<file path="src/rtl/aespim_gmul_unit.sv">
// Iterative 32x32 carry-less multiplier with reduction modulo x^32+x^7+x^2+x+1.
// Define AESPIM_GMUL_ACC_EN to add the GHASH-style accumulator (acc_clr_i / acc_o).
module aespim_gmul_unit #(
    parameter int BITS_PER_CYCLE = 4
) (
    input  logic        clk_i,
    input  logic        rst_i,
    input  logic        req_valid_i,
    output logic        req_ready_o,
    input  logic [31:0] op_a_i,
    input  logic [31:0] op_b_i,
    input  logic        flush_i,
    output logic        res_valid_o,
    input  logic        res_ready_i,
    output logic [31:0] res_o,
`ifdef AESPIM_GMUL_ACC_EN
    input  logic        acc_clr_i,
    output logic [31:0] acc_o,
`endif
    output logic        busy_o
);

    localparam int         MUL_CYCLES = 32 / BITS_PER_CYCLE;
    localparam logic [4:0] LAST_CNT   = 5'(MUL_CYCLES - 1);
    localparam logic [4:0] BPC5       = 5'(BITS_PER_CYCLE);

    generate
        if (!(BITS_PER_CYCLE == 1 || BITS_PER_CYCLE == 2 ||
              BITS_PER_CYCLE == 4 || BITS_PER_CYCLE == 8)) begin : g_bad_bpc
            $error("BITS_PER_CYCLE must be 1, 2, 4 or 8");
        end
    endgenerate

    typedef enum logic [2:0] {
        ST_IDLE,
        ST_MUL,
        ST_FOLD1,
        ST_FOLD2,
        ST_DONE
    } state_t;

    state_t      state_q;
    state_t      state_d;
    logic [31:0] a_q;
    logic [31:0] b_q;
    logic [63:0] prod_q;
    logic [39:0] t_q;
    logic [4:0]  cnt_q;
    logic [31:0] res_q;
    logic [31:0] a_in;
    logic [63:0] mul_prod;
    logic [4:0]  bit_idx;
    logic [39:0] fold1;
    logic [31:0] fold2;
    logic        accept;

`ifdef AESPIM_GMUL_ACC_EN
    logic [31:0] acc_q;
    assign a_in  = acc_clr_i ? op_a_i : (op_a_i ^ acc_q);
    assign acc_o = acc_q;
`else
    assign a_in = op_a_i;
`endif

    assign req_ready_o = (state_q == ST_IDLE);
    assign busy_o      = (state_q != ST_IDLE);
    assign res_valid_o = (state_q == ST_DONE);
    assign res_o       = res_q;
    assign accept      = (state_q == ST_IDLE) && req_valid_i && !flush_i;

    // Partial products for the B multiplier bits consumed this cycle
    always_comb begin
        mul_prod = prod_q;
        bit_idx  = '0;
        for (int k = 0; k < BITS_PER_CYCLE; k++) begin
            bit_idx = cnt_q * BPC5 + 5'(k);
            if (b_q[bit_idx]) begin
                mul_prod = mul_prod ^ ({32'b0, a_q} << bit_idx);
            end
        end
    end

    // First fold: high word times 0x87 lands in at most 39 bits
    always_comb begin
        fold1 = {8'b0, prod_q[31:0]};
        for (int i = 0; i < 32; i++) begin
            if (prod_q[32 + i]) begin
                fold1 = fold1 ^ (40'h87 << i);
            end
        end
    end

    // Second fold: the 8 spill bits fold back below degree 32
    always_comb begin
        fold2 = t_q[31:0];
        for (int j = 0; j < 8; j++) begin
            if (t_q[32 + j]) begin
                fold2 = fold2 ^ (32'h87 << j);
            end
        end
    end

    always_comb begin
        state_d = state_q;
        if (flush_i) begin
            state_d = ST_IDLE;
        end else begin
            case (state_q)
                ST_IDLE:  if (req_valid_i) state_d = ST_MUL;
                ST_MUL:   if (cnt_q == LAST_CNT) state_d = ST_FOLD1;
                ST_FOLD1: state_d = ST_FOLD2;
                ST_FOLD2: state_d = ST_DONE;
                ST_DONE:  if (res_ready_i) state_d = ST_IDLE;
                default:  state_d = ST_IDLE;
            endcase
        end
    end

    always_ff @(posedge clk_i) begin
        if (rst_i) begin
            state_q <= ST_IDLE;
        end else begin
            state_q <= state_d;
        end
    end

    // Datapath registers freeze on flush so an aborted op leaves no side effects
    always_ff @(posedge clk_i) begin
        if (rst_i) begin
            a_q    <= '0;
            b_q    <= '0;
            prod_q <= '0;
            t_q    <= '0;
            cnt_q  <= '0;
            res_q  <= '0;
        end else if (!flush_i) begin
            case (state_q)
                ST_IDLE: begin
                    if (accept) begin
                        a_q    <= a_in;
                        b_q    <= op_b_i;
                        prod_q <= '0;
                        cnt_q  <= '0;
                    end
                end
                ST_MUL: begin
                    prod_q <= mul_prod;
                    cnt_q  <= cnt_q + 5'd1;
                end
                ST_FOLD1: t_q   <= fold1;
                ST_FOLD2: res_q <= fold2;
                default: ;
            endcase
        end
    end

`ifdef AESPIM_GMUL_ACC_EN
    always_ff @(posedge clk_i) begin
        if (rst_i) begin
            acc_q <= '0;
        end else if (!flush_i && state_q == ST_FOLD2) begin
            acc_q <= fold2;
        end
    end
`endif

endmodule

</file>
<file path="config.mk">
export PLATFORM = sky130hd
export DESIGN_NAME = aespim_gmul_unit
export DESIGN_NICKNAME = d
export VERILOG_FILES = /design/src/rtl/aespim_gmul_unit.sv
export SDC_FILE = /design/constraint.sdc
export NUM_CORES = 1
export LEC_CHECK = 0
export CORE_MARGIN = 2
export CORE_UTILIZATION = 45
export DETAILED_ROUTE_END_ITERATION = 12
export PLACE_DENSITY_LB_ADDON = 0.08
export SYNTH_ARGS = -nofsm -noshare
export SYNTH_HDL_FRONTEND = slang
export SYNTH_SLANG_ARGS = --single-unit
</file>
<file path="constraint.sdc">
create_clock -name clk_i -period 3.8 [get_ports clk_i]
set_input_delay 0.76 -clock clk_i [delete_from_list [all_inputs] [get_ports clk_i]]
set_output_delay 0.76 -clock clk_i [all_outputs]
set_load 0.02 [all_outputs]
</file>
=== Yosys cells after proc, flatten, opt, wreduce, memory -nomap -nowiden ===
Cells that the tools add are included.

* Bits in registers: 207
* Input port bits: 69
* Output and inout port bits: 35
* Logic and storage cells: 145

* Add/subtract/negate cells: 4
* $lt $le $gt $ge: 4
* Equality and inequality tests: 9
* Shift operators: 4
* Mux-type cells: 60
* Bitwise logic cells: 45
* Reduce and logical (&&, ||, !) cells: 12

{| class="wikitable"
|+ Operators by type and width
! cell !! count
|-
| $mux 64 || 5
|-
| $shl 32x5->64 || 4
|-
| $xor 64x64->64 || 4
|-
| $not 4->4 || 40
|-
| $pmux 64 s2 || 1
|-
| $mux 39 || 1
|-
| $mux 38 || 1
|-
| $mux 37 || 1
|-
| $mux 36 || 1
|-
| $mux 35 || 1
|-
| $mux 34 || 1
|-
| $mux 33 || 1
|-
| $mux 32 || 1
|-
| $mux 31 || 1
|-
| $mux 15 || 2
|-
| $mux 30 || 1
|-
| $mux 29 || 1
|-
| $mux 14 || 2
|-
| $mux 28 || 1
|-
| $mux 27 || 1
|-
| $mux 13 || 2
|-
| $mux 26 || 1
|-
| $mux 25 || 1
|-
| $lt 5x6->1 const B || 4
|-
| other kinds (38) || 59
|}

=== Depth between registers and ports, before layout ===
Gate-level depths: netlist (run 1).

* Depth after elaboration: 64
* Depth in mapped cells: 13
* Gate-level depth less buffers: 7

=== Worst setup path before layout (run 1) ===
Ideal clock, no wire load.

* Kind: register to register
* Start point: reg cnt_q[1]
* End point: reg prod_q[51]
* Setup time: 0.117 ns
* Data arrival time: 2.280 ns
* Data required time: 3.683 ns
* Slack: 1.403 ns
* Stages on the path, launching flop included: 11
* Buffers on the path: 3
* Period minus slack after synthesis: 2.397 ns
* Cells stage by stage: dfxtp_1 -> buf_4 -> buf_8 -> buf_6 -> mux2_2 -> a22oi_2 -> o211ai_1 -> a211o_1 -> a21oi_1 -> o21ai_1 -> a22o_1

* Cells in the longest elaborated chain, start to end: 10
* Elaborated cells on any way between the ends: 24
* Those cells by class: 3 x add/sub; 4 x shift; 13 x mux; 4 x bitwise

{| class="wikitable"
|+ Ends and longest elaborated chain
! what !! RTL line !! text
|-
| start: declaration || 48 || <nowiki>logic [4:0] cnt_q;</nowiki>
|-
| start signal: assignment || 148 || <nowiki>cnt_q <= cnt_q + 5'd1;</nowiki>
|-
| branches (longest 8 deep; another with $add 5x1->5) || -- ||
|-
| $mux 64 (*) || 77 || <nowiki>if (b_q[bit_idx]) begin</nowiki>
|-
| $pmux 64 s2 (*) || 137 || <nowiki>case (state_q)</nowiki>
|-
| end signal: assignment || 147 || <nowiki>prod_q <= mul_prod;</nowiki>
|-
| end: declaration || 46 || <nowiki>logic [63:0] prod_q;</nowiki>
|}

Every way passes the cells marked *. The select of a mux whose other input is x is not followed.
A chain may end at the register's enable or synchronous reset.

=== Worst setup path after layout (run 1) ===
* Start point: reg cnt_q[1]
* End point: reg prod_q[43]

Same word-level chain as after synthesis.

==> results.sh, run 1 <==
export IMPL_power_leakage_nw=5.43
export IMPL_cts_resized=0
export IMPL_clock_skew_ns=0.0161
export IMPL_grt_pass1_vias=12400
export IMPL_viasPerCell=5.78
export IMPL_setup_ws_ns=0.591
export IMPL_synth_edf_count=0
export IMPL_crit_chain="nor2b_1, a22o_1, a22oi_1, nor2_1, xnor3_1, or3_1, o21ai_1"
export IMPL_wl_per_cell_microns=21.3
export IMPL_drive_gt1_frac=0.0932
export IMPL_synthArstFlopShare=0
export IMPL_antenna_cells=0
export IMPL_dieArea_sq_um=34200
export IMPL_ir_worst_vdd_mv=0.331
export IMPL_crit_slowest_cell="dfxtp_4"
export IMPL_synth_simple_area_share=0.179
export IMPL_drcViolationCount=0
export IMPL_grt_pass1_wl_microns=75200
export IMPL_syn_to_final_growth_pct=13.2
export IMPL_status="finished clean"
export IMPL_dp_slack_ns=0.705
export IMPL_coreArea_sq_um=32400
export IMPL_ys_seq_elements=205
export IMPL_yosysWarnings=0
export IMPL_nNetsFinal=1909
export IMPL_grt_overflow_total=0
export IMPL_max_stage_delay_ns=0.87
export IMPL_hpwl_microns=35600
export IMPL_synth_top_family_by_area="compound AO/OA/AOI/OAI gates"
export IMPL_totalWireLength_microns=48900
export IMPL_dieWidth_microns=185
export IMPL_io_pins=104
export IMPL_relSlewSlack=0.182
export IMPL_clock_sinks=205
export IMPL_timing_fmax_ghz=0.312
export IMPL_critPathKind="reg -> reg"
export IMPL_grt_antenna_before_repair=0
export IMPL_clk_pin_slew_ns=0.07
export IMPL_syn_cell_area_sq_um=14700
export IMPL_crit_buf_inv=0
export IMPL_syn_nets=1897
export IMPL_drt_antenna_violating_nets=0
export IMPL_synth_compound_area_frac=0.190
export IMPL_maxSlewViolCount=0
export IMPL_hold_path_class="reg -> reg"
export IMPL_rsz0062_at_grt="false"
export IMPL_maxCapViolCount=0
export IMPL_syn_mean_instance_area_sq_um=8.06
export IMPL_p_per_area_nw_per_um2=313
export IMPL_tightestPinTransition_ns=1.23
export IMPL_die_h_microns=185
export IMPL_clock_latency_ns=0.54
export IMPL_synthCells=1827
export IMPL_h_tree_depth=1
export IMPL_cts_root_buf="clkbuf_16"
export IMPL_clockBufferDepth=3
export IMPL_cp_top_family="compound AO/OA/AOI/OAI gates"
export IMPL_grt_max_degree=79
export IMPL_setup_viol=0
export IMPL_synth_seq_area_share=0.279
export IMPL_synth_mux_area_fraction=0.112
export IMPL_yosys_area_share_adder=0.000850
export IMPL_tns_ns=0
export IMPL_synth_cell_types=72
export IMPL_fin_crit_ns=3.21
export IMPL_drt_pass1_iter_count=6
export IMPL_initial_core_util=0.455
export IMPL_synthXorXnorAreaFrac=0.177
export IMPL_synth_ff_type="dfxtp_1"
export IMPL_post_cts_setup_buffer_count=0
export IMPL_critPathCaptureType="flop"
export IMPL_drt_iter0_drc=1231
export IMPL_numCtsBuffers=24
export IMPL_cp_required_ns=4.26
export IMPL_vias=13300
export IMPL_arrival_ns=3.67
export IMPL_critPathMaxFanout=56
export IMPL_track_usage=0.285
export IMPL_cts_tree="yes"
export IMPL_cts_hold_fix_buffers=0
export IMPL_hold_violations=0
export IMPL_power_mw=5.21
export IMPL_startpoint_type="flop"
export IMPL_rows=66
export IMPL_port_buffers=103
export IMPL_fin_crit_sh=0.844
export IMPL_routabilityCongestion=0.980
-- cells in the final DEF (no fill, tap or decap), drive strengths merged, types with 32 or more instances in the layout --
master / count
nand2: 346
dfxtp: 205
xnor2: 184
a21oi: 175
clkdlybuf4s50: 102
nand3: 88
xor2: 85
nor2: 67
o21ai: 51
buf: 49
mux2i: 47
mux4: 36
o31ai: 33
clkbuf: 33
o211ai: 32
-- metrics by stage --
step                       util  cell area, sq um  instances  hold WS (ns)
final                     0.515             16700       2298         0.450
after detailed placement  0.490             15900       2255         0.445
after CTS                 0.515             16700       2298         0.453
after global placement    0.490             15900       2255         0.440
after floorplan               -             14700       1827         0.432
after global routing      0.515             16700       2298         0.466
-- registers in the layout, indices dropped and copies added, names as in the netlist --
| signal | flops |
|---|---|
| b_q | 32 |
| state_q | 3 |
| prod_q | 63 |
| cnt_q | 5 |
| t_q | 38 |
| res_o | 32 |
| a_q | 32 |
-- cell type report --
type | count | area (sq um)
Fill cell | 3212 | 15700
Multi-Input combinational cell | 1434 | 9710
Sequential cell | 205 | 4120
Timing Repair Buffer | 151 | 1400
Clock buffer | 33 | 704
Tap cell | 442 | 553
Clock inverter | 10 | 97.6
Inverter | 23 | 86.3
-- worst min-delay path: cells and delay by family, from the launching register on --
| kind | cells | cell delay, ns |
|---|---|---|
| AND/OR/NAND/NOR | 1 | 0.05 |
| AO/OA/AOI/OAI | 1 | 0.05 |
| flip-flops | 1 | 0.31 |
-- cells in the mapped netlist, types with 16 or more instances --
cell type / number / area, sq um
inv_1: 22 / 82.6
o21ai_1: 42 / 210
dfxtp_1: 205 / 4100
mux2i_1: 45 / 450
mux2_2: 20 / 225
nand3_1: 88 / 440
nor3_1: 18 / 90.1
o31ai_1: 30 / 225
clkbuf_1: 102 / 383
o211ai_1: 32 / 240
a21oi_1: 175 / 876
or3_1: 19 / 119
xor2_1: 85 / 744
buf_6: 16 / 180
xnor2_1: 184 / 1610
nor2_1: 67 / 251
nor2b_1: 26 / 163
buf_2: 27 / 135
a22oi_1: 16 / 120
o22ai_1: 28 / 175
nand2_1: 346 / 1300
mux4_2: 35 / 788
a211oi_1: 26 / 195
-- worst paths after layout --
check,from,to,slack (ns),cells after the start
min,t_q[24]$_SDFFE_PP0P_,t_q[24]$_SDFFE_PP0P_,0.45,2
min reg2reg,t_q[24]$_SDFFE_PP0P_,t_q[24]$_SDFFE_PP0P_,0.45,2
max reg2reg,cnt_q[1]$_SDFFE_PP0P_,prod_q[43]$_SDFFE_PP0P_,0.59,7
max,cnt_q[1]$_SDFFE_PP0P_,prod_q[43]$_SDFFE_PP0P_,0.59,7
-- cell families (layout without fill, tap and decap cells) --
logic type,Yosys count,in the layout
mux,113,113
simple gates,604,604
compound gates,436,436
buf+inv,188,217
fa+ha+maj,1,1
flops,205,205
xor+xnor,280,280
-- where the power goes --
group | total (mW) | switching, mW | internal [mW]
clock | 2.34 | 0.968 | 1.37
sequential | 2.28 | 0.0840 | 2.19
combinational | 0.598 | 0.359 | 0.239
total | 5.21 | 1.41 | 3.80
-- layer usage --
layer / vias to the layer above / GRT usage / wire length, microns
met5: - / 0 / 0
met4: 0 / 0.0987 / 1650
met3: 99 / 0.0409 / 3380
met2: 529 / 0.464 / 22500
met1: 6250 / 0.386 / 21400
li1: 6399 / - / -
(Power assumes the default switching activity.)
==> run 2: changes to the inputs <==
==> constraint.sdc (replaced) <==
create_clock -name clk_i -period 2.6 [get_ports clk_i]
set_input_delay 0.52 -clock clk_i [delete_from_list [all_inputs] [get_ports clk_i]]
set_output_delay 0.52 -clock clk_i [all_outputs]
set_load 0.02 [all_outputs]
==> run 2 against run 1 <==
  * Flip-flop and latch count did not move
  * Via count rose by 6.9%
  * Non-clock buffer count rose by 160
  * Power rose by 55%
  * Global-route usage rose by 2.1 points
  * Worst setup slack got worse by 0.59 ns
  * Combinational power rose by 84%
  * First-iteration DRC count rose by 4.6%
  * Utilization rose by 5.9 points
  * Clock power rose by 57%
  * Count of clock-buffer cells in the layout rose by 1
  * The run now ends with negative setup slack left
  * Hold slack got worse by 0.26 ns
==> results.sh, run 2 (synthesized netlist as in run 1, its figures left out) <==
export IMPL_tns_ns=-0.000563
export IMPL_crit_chain="buf_6, buf_4, clkbuf_16, mux4_2, buf_4, nand2_1, xnor2_1, xnor2_1, o22ai_1, o211a_1, nor2_1"
export IMPL_largest_register="prod_q"
export IMPL_power_leakage_nw=6.45
export IMPL_io_pins=104
export IMPL_crit_slowest_cell="mux4_2"
export IMPL_rsz0062_at_grt="true"
export IMPL_routabilityCongestion=0.985
export IMPL_clock_skew_ns=0.0161
export IMPL_hold_violations=0
export IMPL_fin_util=0.574
export IMPL_multi_input_area_sq_um=9910
export IMPL_power_mw=8.09
export IMPL_largest_reg_flops=63
export IMPL_relSlewSlack=0.486
export IMPL_fin_crit_ns=2.60
export IMPL_timing_fmax_ghz=0.385
export IMPL_tightestPinTransition_ns=0.771
export IMPL_fin_hold_ws_ns=0.195
export IMPL_grt_pass1_wl_microns=80100
export IMPL_port_buffers=103
export IMPL_combPwrFrac=0.135
export IMPL_rows=66
export IMPL_clock_sinks=205
export IMPL_cts_tree="yes"
export IMPL_switching_share=0.265
export IMPL_clk_pin_slew_ns=0.06
export IMPL_hpwl_microns=39300
export IMPL_antenna_cells=0
export IMPL_maxCapViolCount=0
export IMPL_fillers=3081
export IMPL_clockBufferDepth=3
export IMPL_hold_path_class="in -> reg"
export IMPL_grt_max_degree=74
export IMPL_grt_antenna_before_repair=1
export IMPL_grt_overflow_total=0
export IMPL_dieWidth_microns=185
export IMPL_maxSlewViolCount=0
export IMPL_max_stage_delay_ns=0.60
export IMPL_internal_power_mw=5.95
export IMPL_die_h_microns=185
export IMPL_drt_pass1_iter_count=6
export IMPL_startpoint_type="flop"
export IMPL_numCtsBuffers=24
export IMPL_syn_to_final_growth_pct=26.1
export IMPL_cts_hold_fix_buffers=0
export IMPL_critPathKind="reg -> reg"
export IMPL_vias=14200
export IMPL_ir_worst_vdd_mv=0.467
export IMPL_totalWireLength_microns=53700
export IMPL_clkPwrFrac=0.455
export IMPL_critPathCaptureType="flop"
export IMPL_ff_latch_area_sq_um=4120
export IMPL_drt_antenna_violating_nets=0
export IMPL_dieArea_sq_um=34200
export IMPL_violations="negative setup slack"
export IMPL_power_frac_seq=0.410
export IMPL_setup_viol=1
export IMPL_h_tree_depth=1
export IMPL_final_common_cell="nand2_1"
export IMPL_critPathMaxFanout=8
export IMPL_fin_crit_sh=1.00
export IMPL_status="finished, violations left"
export IMPL_p_per_area_nw_per_um2=436
export IMPL_coreArea_sq_um=32400
export IMPL_wl_per_cell_microns=21.8
export IMPL_drcViolationCount=0
export IMPL_grt_pass1_vias=13200
export IMPL_initial_core_util=0.455
export IMPL_final_cell_mix="nand2_1 (346), dfxtp_1 (202), xnor2_1 (182)"
export IMPL_dp_slack_ns=-0.164
export IMPL_setup_ws_ns=-0.000563
export IMPL_drt_iter0_drc=1288
export IMPL_nNetsFinal=2070
export IMPL_top_regs="prod_q (63), t_q (38)"
export IMPL_track_usage=0.306
export IMPL_clock_latency_ns=0.55
export IMPL_p_switching_mw=2.14
export IMPL_cp_required_ns=3.04
export IMPL_arrival_ns=3.04
export IMPL_drive_gt1_frac=0.180
export IMPL_viasPerCell=5.77
export IMPL_cts_root_buf="clkbuf_16"
==> run 2: path summary, 6_finish.rpt <==
check | from | end | slack (ns) | cells after the start
min | rst_i | prod_q[0]$_SDFFE_PP0P_ | 0.19 | 2
min reg2reg | t_q[28]$_SDFFE_PP0P_ | t_q[28]$_SDFFE_PP0P_ | 0.45 | 2
max | cnt_q[0]$_SDFFE_PP0P_ | prod_q[16]$_SDFFE_PP0P_ | -0.0006 | 11
max reg2reg | cnt_q[0]$_SDFFE_PP0P_ | prod_q[16]$_SDFFE_PP0P_ | -0.0006 | 11
==> run 2: cell type report <==
class,instances,share of cell area
flip-flops and latches,205,0.222
multi-input cells,1435,0.534
repair buffers,311,0.164
well taps,442,0.0298
inverters,23,0.00465
clock inverters,10,0.00930
clock buffers,34,0.0371
==> run 2: through the flow <==
stage	cells	cell area, sq um
2_1_floorplan	1827	14700
3_3_place_gp	2385	17100
3_5_place_dp	2385	17100
4_1_cts	2432	18100
5_1_grt	2460	18600
6_report	2460	18600
==> run 2: repair_timing <==
action | CTS | global route
setup buffers | 3 | 26
cloned | 0 | 2
endpoints found under the setup margin | 15 | 46
resized for setup | 4 | 50
pin swaps | 0 | 11
==> run 2: routing by layer <==
metal / vias to the layer above / track usage / share of wire
met5: - / 0 / 0
met4: 0 / 0.116 / 0.044
met3: 110 / 0.0435 / 0.067
met2: 589 / 0.505 / 0.46
met1: 6757 / 0.407 / 0.43
li1: 6736 / - / -
==> run 2: power groups by stage <==
stage	sequential [mW]	clock (mW)	combinational (mW)
detailed placement	3.38	0	1.02
CTS	3.31	3.76	1.03
floorplan	3.33	0	0.573
global placement	3.38	0	1.01
finish	3.32	3.68	1.10
global route	3.32	3.88	1.16
==> run 2: critical path: cells and delay by family, from the launching register on <==
| family | cells | cell delay [ns] |
|---|---|---|
| multiplexers | 1 | 0.60 |
| buffers and inverters | 4 | 0.64 |
| AO/OA/AOI/OAI | 2 | 0.53 |
| AND/OR/NAND/NOR | 2 | 0.12 |
| XOR/XNOR | 2 | 0.23 |
| flip-flops | 1 | 0.38 |
